$ cat config.mk
export PLATFORM = sky130hd
export DESIGN_NAME = bus_arbiter_flat
export DESIGN_NICKNAME = d
export VERILOG_FILES = /design/src/rtl/bus_arbiter_if.sv /design/src/rtl/bus_arbiter.sv /design/src/flat_wrapper.sv
export SDC_FILE = /design/constraint.sdc
export NUM_CORES = 1
export LEC_CHECK = 0
export CAP_MARGIN = 10
export CELL_PAD_IN_SITES_DETAIL_PLACEMENT = 1
export CELL_PAD_IN_SITES_GLOBAL_PLACEMENT = 1
export CORE_AREA = 2 2 227 229
export CTS_CLUSTER_SIZE = 12
export DETAILED_ROUTE_END_ITERATION = 16
export DIE_AREA = 0 0 229 231
export PLACE_DENSITY = 0.66
export SETUP_SLACK_MARGIN = 0.4
export SLEW_MARGIN = 30
export SYNTH_ARGS = -nofsm -noshare
export SYNTH_HDL_FRONTEND = slang
export SYNTH_SLANG_ARGS = --single-unit
$ cat constraint.sdc
create_clock -name clk -period 13.85 [get_ports clk]
set_input_delay 3.4625 -clock clk [delete_from_list [all_inputs] [get_ports clk]]
set_output_delay 3.4625 -clock clk [all_outputs]
set_load 0.005 [all_outputs]
$ cat src/rtl/bus_arbiter_if.sv
// Bus bundle between the two requesting masters, the arbiter and the single slave.
// The master modport is the arbiter's view; the slave modport is the environment's view.
interface bus_arbiter_if #(
    parameter int AW = 64,
    parameter int DW = 64
);
    logic [AW-1:0] m0_addr;
    logic [DW-1:0] m0_wdata;
    logic          m0_we;
    logic          m0_re;
    logic [DW-1:0] m0_rdata;
    logic          m0_done;

    logic [AW-1:0] m1_addr;
    logic [DW-1:0] m1_wdata;
    logic          m1_we;
    logic          m1_re;
    logic [DW-1:0] m1_rdata;
    logic          m1_done;

    logic [AW-1:0] s_addr;
    logic [DW-1:0] s_wdata;
    logic          s_we;
    logic          s_re;
    logic [DW-1:0] s_rdata;

    logic          busy;
    logic          owner;

    modport master (
        input  m0_addr, m0_wdata, m0_we, m0_re,
        input  m1_addr, m1_wdata, m1_we, m1_re,
        input  s_rdata,
        output m0_rdata, m0_done, m1_rdata, m1_done,
        output s_addr, s_wdata, s_we, s_re,
        output busy, owner
    );

    modport slave (
        output m0_addr, m0_wdata, m0_we, m0_re,
        output m1_addr, m1_wdata, m1_we, m1_re,
        output s_rdata,
        input  m0_rdata, m0_done, m1_rdata, m1_done,
        input  s_addr, s_wdata, s_we, s_re,
        input  busy, owner
    );
endinterface

$ cat src/rtl/bus_arbiter.sv
// Two-master round-robin arbiter onto one registered slave port; one transaction
// at a time, IDLE -> ISSUE -> (WAIT x RD_LAT) -> RESP, all outputs registered.
module bus_arbiter #(
    parameter int AW     = 64,
    parameter int DW     = 64,
    parameter int RD_LAT = 1
) (
    input  logic            clk,
    input  logic            reset,
    bus_arbiter_if.master   bus
);
    localparam int CW = 4;

    typedef enum logic [1:0] {IDLE, ISSUE, WAIT, RESP} state_t;

    state_t        r_state;
    state_t        w_state_next;
    logic          r_owner;
    logic          w_owner_next;
    logic          r_last_owner;
    logic          w_last_next;
    logic          r_is_write;
    logic          w_is_write_next;
    logic [CW-1:0] r_cnt;
    logic [CW-1:0] w_cnt_next;

    logic [AW-1:0] r_s_addr;
    logic [AW-1:0] w_s_addr_next;
    logic [DW-1:0] r_s_wdata;
    logic [DW-1:0] w_s_wdata_next;
    logic          r_s_we;
    logic          w_s_we_next;
    logic          r_s_re;
    logic          w_s_re_next;
    logic [1:0]    r_done;
    logic [1:0]    w_done_next;
    logic          r_busy;
    logic          w_busy_next;
    logic          w_win;

    logic [1:0]          w_we;
    logic [1:0]          w_req;
    logic [1:0][AW-1:0]  w_addr;
    logic [1:0][DW-1:0]  w_wdata;

    assign w_we    = {bus.m1_we, bus.m0_we};
    assign w_req   = {bus.m1_we | bus.m1_re, bus.m0_we | bus.m0_re};
    assign w_addr  = {bus.m1_addr, bus.m0_addr};
    assign w_wdata = {bus.m1_wdata, bus.m0_wdata};

    always_ff @(posedge clk or posedge reset) begin
        if (reset) begin
            r_state      <= IDLE;
            r_owner      <= 1'b0;
            r_last_owner <= 1'b1;
            r_is_write   <= 1'b0;
            r_cnt        <= '0;
            r_s_addr     <= '0;
            r_s_wdata    <= '0;
            r_s_we       <= 1'b0;
            r_s_re       <= 1'b0;
            r_done       <= '0;
            r_busy       <= 1'b0;
        end else begin
            r_state      <= w_state_next;
            r_owner      <= w_owner_next;
            r_last_owner <= w_last_next;
            r_is_write   <= w_is_write_next;
            r_cnt        <= w_cnt_next;
            r_s_addr     <= w_s_addr_next;
            r_s_wdata    <= w_s_wdata_next;
            r_s_we       <= w_s_we_next;
            r_s_re       <= w_s_re_next;
            r_done       <= w_done_next;
            r_busy       <= w_busy_next;
        end
    end

    // Slave strobes and done pulses are computed one state ahead so they appear
    // from registers in exactly the ISSUE / RESP cycle.
    always_comb begin
        w_state_next    = r_state;
        w_owner_next    = r_owner;
        w_last_next     = r_last_owner;
        w_is_write_next = r_is_write;
        w_cnt_next      = r_cnt;
        w_s_addr_next   = '0;
        w_s_wdata_next  = '0;
        w_s_we_next     = 1'b0;
        w_s_re_next     = 1'b0;
        w_done_next     = '0;
        w_win           = 1'b0;

        case (r_state)
            IDLE: begin
                if (|w_req) begin
                    if (&w_req) w_win = ~r_last_owner;
                    else        w_win = w_req[1];
                    w_state_next    = ISSUE;
                    w_owner_next    = w_win;
                    w_last_next     = w_win;
                    w_is_write_next = w_we[w_win];
                    w_s_addr_next   = w_addr[w_win];
                    w_s_we_next     = w_we[w_win];
                    w_s_re_next     = ~w_we[w_win];
                    w_s_wdata_next  = w_we[w_win] ? w_wdata[w_win] : '0;
                end
            end
            ISSUE: begin
                if (r_is_write) begin
                    w_state_next         = RESP;
                    w_done_next[r_owner] = 1'b1;
                end else begin
                    w_state_next = WAIT;
                    w_cnt_next   = CW'(RD_LAT);
                end
            end
            WAIT: begin
                w_cnt_next = r_cnt - CW'(1);
                if (r_cnt == CW'(1)) begin
                    w_state_next         = RESP;
                    w_done_next[r_owner] = 1'b1;
                end
            end
            RESP:    w_state_next = IDLE;
            default: w_state_next = IDLE;
        endcase

        w_busy_next = (w_state_next != IDLE);
    end

    // Read data is captured only for the owner, on the edge that ends the last WAIT cycle.
    for (genvar gi = 0; gi < 2; gi++) begin : g_master
        logic          w_capture;
        logic [DW-1:0] r_rdata;

        assign w_capture = w_done_next[gi] && (r_state == WAIT);

        always_ff @(posedge clk or posedge reset) begin
            if (reset)          r_rdata <= '0;
            else if (w_capture) r_rdata <= bus.s_rdata;
        end
    end

    assign bus.m0_rdata = g_master[0].r_rdata;
    assign bus.m1_rdata = g_master[1].r_rdata;
    assign bus.m0_done  = r_done[0];
    assign bus.m1_done  = r_done[1];
    assign bus.s_addr   = r_s_addr;
    assign bus.s_wdata  = r_s_wdata;
    assign bus.s_we     = r_s_we;
    assign bus.s_re     = r_s_re;
    assign bus.busy     = r_busy;
    assign bus.owner    = r_owner;
endmodule

$ cat src/flat_wrapper.sv
// flat-port wrapper written by rule: the top's interface ports become plain ports
module bus_arbiter_flat 
#(
    parameter int AW     = 64,
    parameter int DW     = 64,
    parameter int RD_LAT = 1
)
  (clk, reset, bus_m0_addr, bus_m0_wdata, bus_m0_we, bus_m0_re, bus_m1_addr, bus_m1_wdata, bus_m1_we, bus_m1_re, bus_s_rdata, bus_m0_rdata, bus_m0_done, bus_m1_rdata, bus_m1_done, bus_s_addr, bus_s_wdata, bus_s_we, bus_s_re, bus_busy, bus_owner);
  bus_arbiter_if #(.AW(AW), .DW(DW)) bus_i ();
  input  logic clk;
  input  logic reset;
  input wire logic [$bits(bus_i.m0_addr)-1:0] bus_m0_addr;
  input wire logic [$bits(bus_i.m0_wdata)-1:0] bus_m0_wdata;
  input wire logic [$bits(bus_i.m0_we)-1:0] bus_m0_we;
  input wire logic [$bits(bus_i.m0_re)-1:0] bus_m0_re;
  input wire logic [$bits(bus_i.m1_addr)-1:0] bus_m1_addr;
  input wire logic [$bits(bus_i.m1_wdata)-1:0] bus_m1_wdata;
  input wire logic [$bits(bus_i.m1_we)-1:0] bus_m1_we;
  input wire logic [$bits(bus_i.m1_re)-1:0] bus_m1_re;
  input wire logic [$bits(bus_i.s_rdata)-1:0] bus_s_rdata;
  output wire logic [$bits(bus_i.m0_rdata)-1:0] bus_m0_rdata;
  output wire logic [$bits(bus_i.m0_done)-1:0] bus_m0_done;
  output wire logic [$bits(bus_i.m1_rdata)-1:0] bus_m1_rdata;
  output wire logic [$bits(bus_i.m1_done)-1:0] bus_m1_done;
  output wire logic [$bits(bus_i.s_addr)-1:0] bus_s_addr;
  output wire logic [$bits(bus_i.s_wdata)-1:0] bus_s_wdata;
  output wire logic [$bits(bus_i.s_we)-1:0] bus_s_we;
  output wire logic [$bits(bus_i.s_re)-1:0] bus_s_re;
  output wire logic [$bits(bus_i.busy)-1:0] bus_busy;
  output wire logic [$bits(bus_i.owner)-1:0] bus_owner;
  assign bus_i.m0_addr = bus_m0_addr;
  assign bus_i.m0_wdata = bus_m0_wdata;
  assign bus_i.m0_we = bus_m0_we;
  assign bus_i.m0_re = bus_m0_re;
  assign bus_i.m1_addr = bus_m1_addr;
  assign bus_i.m1_wdata = bus_m1_wdata;
  assign bus_i.m1_we = bus_m1_we;
  assign bus_i.m1_re = bus_m1_re;
  assign bus_i.s_rdata = bus_s_rdata;
  assign bus_m0_rdata = bus_i.m0_rdata;
  assign bus_m0_done = bus_i.m0_done;
  assign bus_m1_rdata = bus_i.m1_rdata;
  assign bus_m1_done = bus_i.m1_done;
  assign bus_s_addr = bus_i.s_addr;
  assign bus_s_wdata = bus_i.s_wdata;
  assign bus_s_we = bus_i.s_we;
  assign bus_s_re = bus_i.s_re;
  assign bus_busy = bus_i.busy;
  assign bus_owner = bus_i.owner;
  bus_arbiter #(.AW(AW), .DW(DW), .RD_LAT(RD_LAT)) u_core (.clk(clk), .reset(reset), .bus(bus_i));
endmodule
After elaboration in Yosys (flattened, before gate mapping):

Index checks and enable logic that the tools add are counted.

* $lt $le $gt $ge: 3
* bitwise operators: 4
* add/subtract/negate cells: 1
* eq/ne operators: 5
* muxes and demuxes: 29
* reductions and logical operators: 10

Operator list (count)
* $mux 64: 9
* $mux 1: 11
* $mux 2: 4
* $pmux 2 s4: 1
* $pmux 4 s2: 1
* $reduce_and 2->1: 3
* $eq 2x2->1 const B: 2
* $eq 4x1->1 const B: 1
* $lt 1x2->1 const B: 2
* $mux 4: 1
* $pmux 2 s2: 1
* $reduce_bool 2->1: 2
* $sub 4x1->4 const B: 1
* $logic_and 1x1->1: 3
* $eq 2x1->1 const B: 1
* $logic_not 2->1: 1
* $ne 2x2->1 const B: 1
* $not 1->1: 2
* $or 1x1->1: 2
* $reduce_or 2->1: 1
* $demux 1 s1: 1
* $ge 1x1->1 const B: 1

* bits in registers: 270
* input port bits: 326
* output and inout port bits: 262

Depth between registers and ports, before layout:

* word-level depth: 10
* depth in mapped cells: 8
* mapped depth without buffers: 6

Worst setup path before layout:

No wires, ideal clock.

* path kind: input to register
* start point: input bus_m0_re
* end point: register u_core.r_s_addr[53], in the netlist u_core.bus.s_addr[53]
* slack: 9150 ps
* data required time: 13714 ps
* library setup time: 136 ps
* data arrival time: 4563 ps
* stages: 4
* cell sequence: o41ai_2 > buf_2 > buf_1 > a21oi_1

* longest elaborated chain between the ends: 9
* elaborated cells between the ends (all ways): 10

Ends and longest elaborated chain
* from (decl): line flat_wrapper.sv:15 `input wire logic [$bits(bus_i.m0_re)-1:0] bus_m0_re;`
* $or 1x1->1 (*): line bus_arbiter.sv:47 `assign w_req = {bus.m1_we | bus.m1_re, bus.m0_we | bus.m0_re};`
* $reduce_and 2->1: line bus_arbiter.sv:97 `if (&w_req) w_win = ~r_last_owner;`
* $mux 1: line bus_arbiter.sv:97
* $mux 1: line bus_arbiter.sv:96 `if (|w_req) begin`
* $mux 1: line bus_arbiter.sv:94 `case (r_state)`
* $mux 64 (implied by the code) (2 in a row): line bus_arbiter.sv:103 `w_s_addr_next = w_addr[w_win];`
* $mux 64 (*): line bus_arbiter.sv:96
* $mux 64 (*): line bus_arbiter.sv:94
* named net u_core.w_s_addr_next[53]: line bus_arbiter.sv:28 `logic [AW-1:0] w_s_addr_next;`
* to (signal assigned): line bus_arbiter.sv:70 `r_s_addr <= w_s_addr_next;`
* to (decl): line bus_arbiter.sv:27 `logic [AW-1:0] r_s_addr;`

Mark *: on every way through the listed nets, which the timed path passes. The rest lies on a longest branch. The select of a mux whose other input is x is not followed.
A chain may end at the register's enable or synchronous reset.

Worst setup path after layout:

* start point: input bus_m0_re
* end point: register u_core.r_s_wdata[42], in the netlist u_core.bus.s_wdata[42]

* longest elaborated chain between the ends: 10
* elaborated cells between the ends (all ways): 13

Ends and longest elaborated chain
* $or 1x1->1 (*): line bus_arbiter.sv:47
* $reduce_and 2->1: line bus_arbiter.sv:97
* $mux 1: line bus_arbiter.sv:97
* $mux 1: line bus_arbiter.sv:96
* $mux 1: line bus_arbiter.sv:94
* $mux 64 (implied by the code) / $mux 1 (equally long branches) (2 in a row): line bus_arbiter.sv:106 `w_s_wdata_next = w_we[w_win] ? w_wdata[w_win] : '0;`
* $mux 64: line bus_arbiter.sv:106
* $mux 64 (*): line bus_arbiter.sv:96
* $mux 64 (*): line bus_arbiter.sv:94
* named net u_core.w_s_wdata_next[42]: line bus_arbiter.sv:30 `logic [DW-1:0] w_s_wdata_next;`
* to (signal assigned): line bus_arbiter.sv:71 `r_s_wdata <= w_s_wdata_next;`
* to (decl): line bus_arbiter.sv:29 `logic [DW-1:0] r_s_wdata;`

Marks and branches as above.

==> results.py <==
metrics = {
    "outcome": {
        "status": "completed",
    },
    "detailed_routing": {
        "post-route-drc-count": 0,
        "vias_per_cell": 4.127,
        "via_count": 8972,
        "drt-initial-drc-count": 219,
        "dr.pass1.iters": 4,
        "drt_wl_total_mm": 41.73,
        "ant_nets": 0,
        "wl_per_cell_um": 19.19,
    },
    "worst_setup_path": {
        "path_buf_inv": 2,
        "timing.rr.end": "u_core.bus.m1_rdata[47]$_DFFE_PP0P_",
        "crit_arrival_ps": 6340,
        "path_max_fanout": 73,
        "r2r_start": "u_core.r_state[0]$_DFF_PP0_",
        "criticalPathCategory": "in -> reg",
        "cpLargestDelayFamily": "compound AO/OA/AOI/OAI gates",
        "ff2ff_path_depth": 7,
        "required_ps": 14300,
        "cp_slowest_cell": "buf_4",
        "critPathLaunch": "bus_m0_re",
        "worst_setup_path_start_kind": "input pin",
        "cp-end-kind": "flip-flop",
        "slowest_delay_ps": 730,
        "path_cells": "clkdlybuf4s50_1 > o21ai_0 > o21a_4 > buf_4 > nand2_1 > a21oi_1",
        "rrSetupSlack_ps": 10650,
    },
    "timing": {
        "relSlewSlack": 0.3689,
        "clock_skew_ps": 15.29,
        "period_needed_ps": 5895,
        "grt_setup_unrepaired": "false",
        "tns_ps": 0,
        "max_freq_mhz": 169.6,
        "worst_slew_pin_slew_ps": 946.6,
        "finalHoldViolCount": 0,
        "fin_crit_sh": 0.4256,
        "slew_viol_final": 0,
        "setup_violations": 0,
    },
    "floorplanning": {
        "rows": 83,
        "floorplan.initialDensity": 0.2061,
        "fp.coreArea_um2": 50680,
        "die_area_um2": 52900,
        "fp.dieW_um": 229,
        "io_pins": 588,
        "die_h_um": 231,
    },
    "hold_path": {
        "hold_depth": 1,
        "hold-path-endpoint": "u_core.bus.m1_rdata[5]$_DFFE_PP0P_",
        "min_path_type": "reg -> reg",
        "hold_start": "u_core.bus.m1_rdata[5]$_DFFE_PP0P_",
    },
    "yosys": {
        "synth_area_leaders": "dfrtp_1 (64%), mux2_2 (14%), nand2_1 (9.5%)",
        "synth_top_cell_area_share": 0.6445,
        "syn_area_um2": 10440,
        "yosysWarnings": 0,
        "syn_nets": 1222,
        "synthCells": 891,
        "synth.avg_cell_area_um2": 11.72,
        "synth_cell_type_count": 34,
        "ys_seq_area_frac": 0.6471,
        "yosysTopAreaCell": "dfrtp_1",
        "ys_ff_latch": 270,
    },
    "clock_network": {
        "cts_setup_buffers": 0,
        "hold_buffers": 0,
        "clock_latency_ps": 540,
        "post_cts_resized": 0,
        "cts_root_buf": "clkbuf_16",
        "htreeDepth": 2,
        "cts_made_buffers": 34,
        "cts.sink_count": 270,
        "clock_path_buffers": 3,
        "clkTransAtPathRegs_ps": 50,
        "cts_tree": "done",
    },
    "placed_design": {
        "dp_hpwl_mm": 30.56,
        "portBuffers": 587,
        "gp_congestion": 0.7947,
        "place_inst": 2113,
    },
    "pwr": {
        "power_frac_seq": 0.349,
        "p_switching_mw": 1.041,
        "p_per_area_nw_per_um2": 190.6,
        "clock_power_share": 0.266,
        "ir_worst_vdd_uv": 87.65,
        "combPwrFrac": 0.386,
        "switching_share": 0.3000,
        "p_leak_nw": 7.779,
        "intPower_mw": 2.428,
    },
    "finish": {
        "area_growth_pct": 74.25,
        "final_nets": 1800,
        "final_util": 0.3591,
        "diodes": 0,
        "layout.cells.non_filler": 2174,
        "layout-drive-gt1-share": 0.1345,
    },
    "global_route": {
        "grt_max_degree": 125,
        "grt_overflow": 0,
        "antenna_found_initial": 1,
        "grt_pass1_wl_mm": 62.05,
        "grt_pass1_vias": 10140,
        "grtUsageTotal": 0.1537,
    },
    "flow_run": {
        "maxCapViolations": 0,
    },
}
==> worst register-to-register path, stage by stage (launching register included) <==
cell,delay [ps]
dfrtp_1,400
inv_1,90
ha_1,310
and4bb_2,270
a21oi_2,70
nor3b_2,670
buf_4,760
mux2_2,500
==> through the flow <==
| stage | total power [mW] | setup WS (ps) | hold WS, ps | instance area, um2 |
|---|---|---|---|---|
| final | 3.469 | 7955 | 500.8 | 18200 |
| after global routing | 3.676 | 7735 | 518.7 | 18200 |
| after CTS | 3.544 | 7935 | 505.2 | 18190 |
| after detailed placement | 2.587 | 7355 | 494.7 | 17020 |
| after global placement | 2.547 | 7122 | 488.8 | 17010 |
| after floorplan | 1.710 | 2950 | 465.3 | 10440 |
==> layer usage <==
| metal | routed length, um | global-route usage | vias to the layer above |
|---|---|---|---|
| li1 | - | - | 4108 |
| met1 | 15070 | 0.1592 | 4418 |
| met2 | 21260 | 0.2775 | 378 |
| met3 | 4045 | 0.06238 | 66 |
| met4 | 1338 | 0.05824 | 2 |
| met5 | 11 | 0 | - |
==> kinds of logic (layout without fill, tap and decap cells) <==
| logic type | after synthesis | in the layout | synth area share |
|---|---|---|---|
| buffers and inverters | 61 | 664 | 0.02863 |
| AND/OR/NAND/NOR | 279 | 279 | 0.1059 |
| adder cells (fa/ha/maj) | 5 | 5 | 0.005990 |
| flip-flops | 270 | 270 | 0.6471 |
| AO/OA/AOI/OAI | 148 | 148 | 0.07440 |
| multiplexers | 128 | 128 | 0.1380 |
==> power by group through the flow <==
stage                     combinational (mW)  sequential [mW]  clock, mW
after global placement                  1.34             1.21          0
after global routing                    1.45             1.25      0.982
after CTS                               1.37             1.22      0.958
after floorplan                        0.475             1.24          0
after detailed placement                1.36             1.23          0
final                                   1.34             1.21      0.922
==> sequential cells by signal (all words and copies together), names as in the netlist, 2 cells and up <==
name,count
u_core.bus.m0_rdata,64
u_core.bus.m1_rdata,64
u_core.bus.s_addr,64
u_core.bus.s_wdata,64
u_core.r_cnt,4
u_core.r_done,2
u_core.r_state,2
==> cell usage in the layout, fill, tap and decap left out, drive strengths merged <==
cell type        n
bufinv           3
dfrtp          269
clkinvlp         1
dfstp            1
nand2b           3
a22o             1
mux2           128
nor3b            2
nor2             1
clkdlybuf4s50  587
ha               5
nor2b            2
o211ai           2
clkinv           6
buf             10
o21ai            9
a21oi          131
o41ai            1
and2             1
clkbuf          52
a21boi           1
nand3b           1
a21bo            1
or3              1
and3b            1
and4bb           1
nor3             2
nand2          263
inv              5
a21o             1
o21a             1
or2              1
==> layout make-up <==
type	count	area (um2)
multi-input cells	560	3422
fillers	5672	32480
clock inverters	9	145.1
repair buffers	597	5958
clock buffers	52	1030
well taps	680	850.8
inverters	6	35.03
flip-flops and latches	270	6758
==> synth_stat cells, drive strengths merged <==
cell	instances
dfstp	1
nor2	1
nor2b	2
ha	5
or2	1
buf	18
inv	6
a21boi	1
o41ai	1
nor3b	2
o21a	1
nand2	263
and2	1
nand3b	1
mux2	128
or3	1
and3b	1
and4bb	1
nand2b	3
o21ai	9
dfrtp	269
o211ai	2
nor3	2
a21bo	1
a21oi	131
clkbuf	37
a21o	1
a22o	1
==> worst max path at each step <==
stage	endpoint	slack, ps	depth (start not counted)
6_report	u_core.bus.s_wdata[42]$_DFF_PP0_	7960	6
5_1_grt	u_core.bus.s_wdata[42]$_DFF_PP0_	7740	6
4_1_cts	u_core.bus.s_addr[0]$_DFF_PP0_	7930	4
3_5_place_dp	u_core.bus.s_wdata[4]$_DFF_PP0_	7350	4
3_3_place_gp	u_core.bus.s_addr[1]$_DFF_PP0_	7120	4
2_1_floorplan	u_core.bus.busy$_DFF_PP0_	2950	1
(Power assumes the default switching activity.)
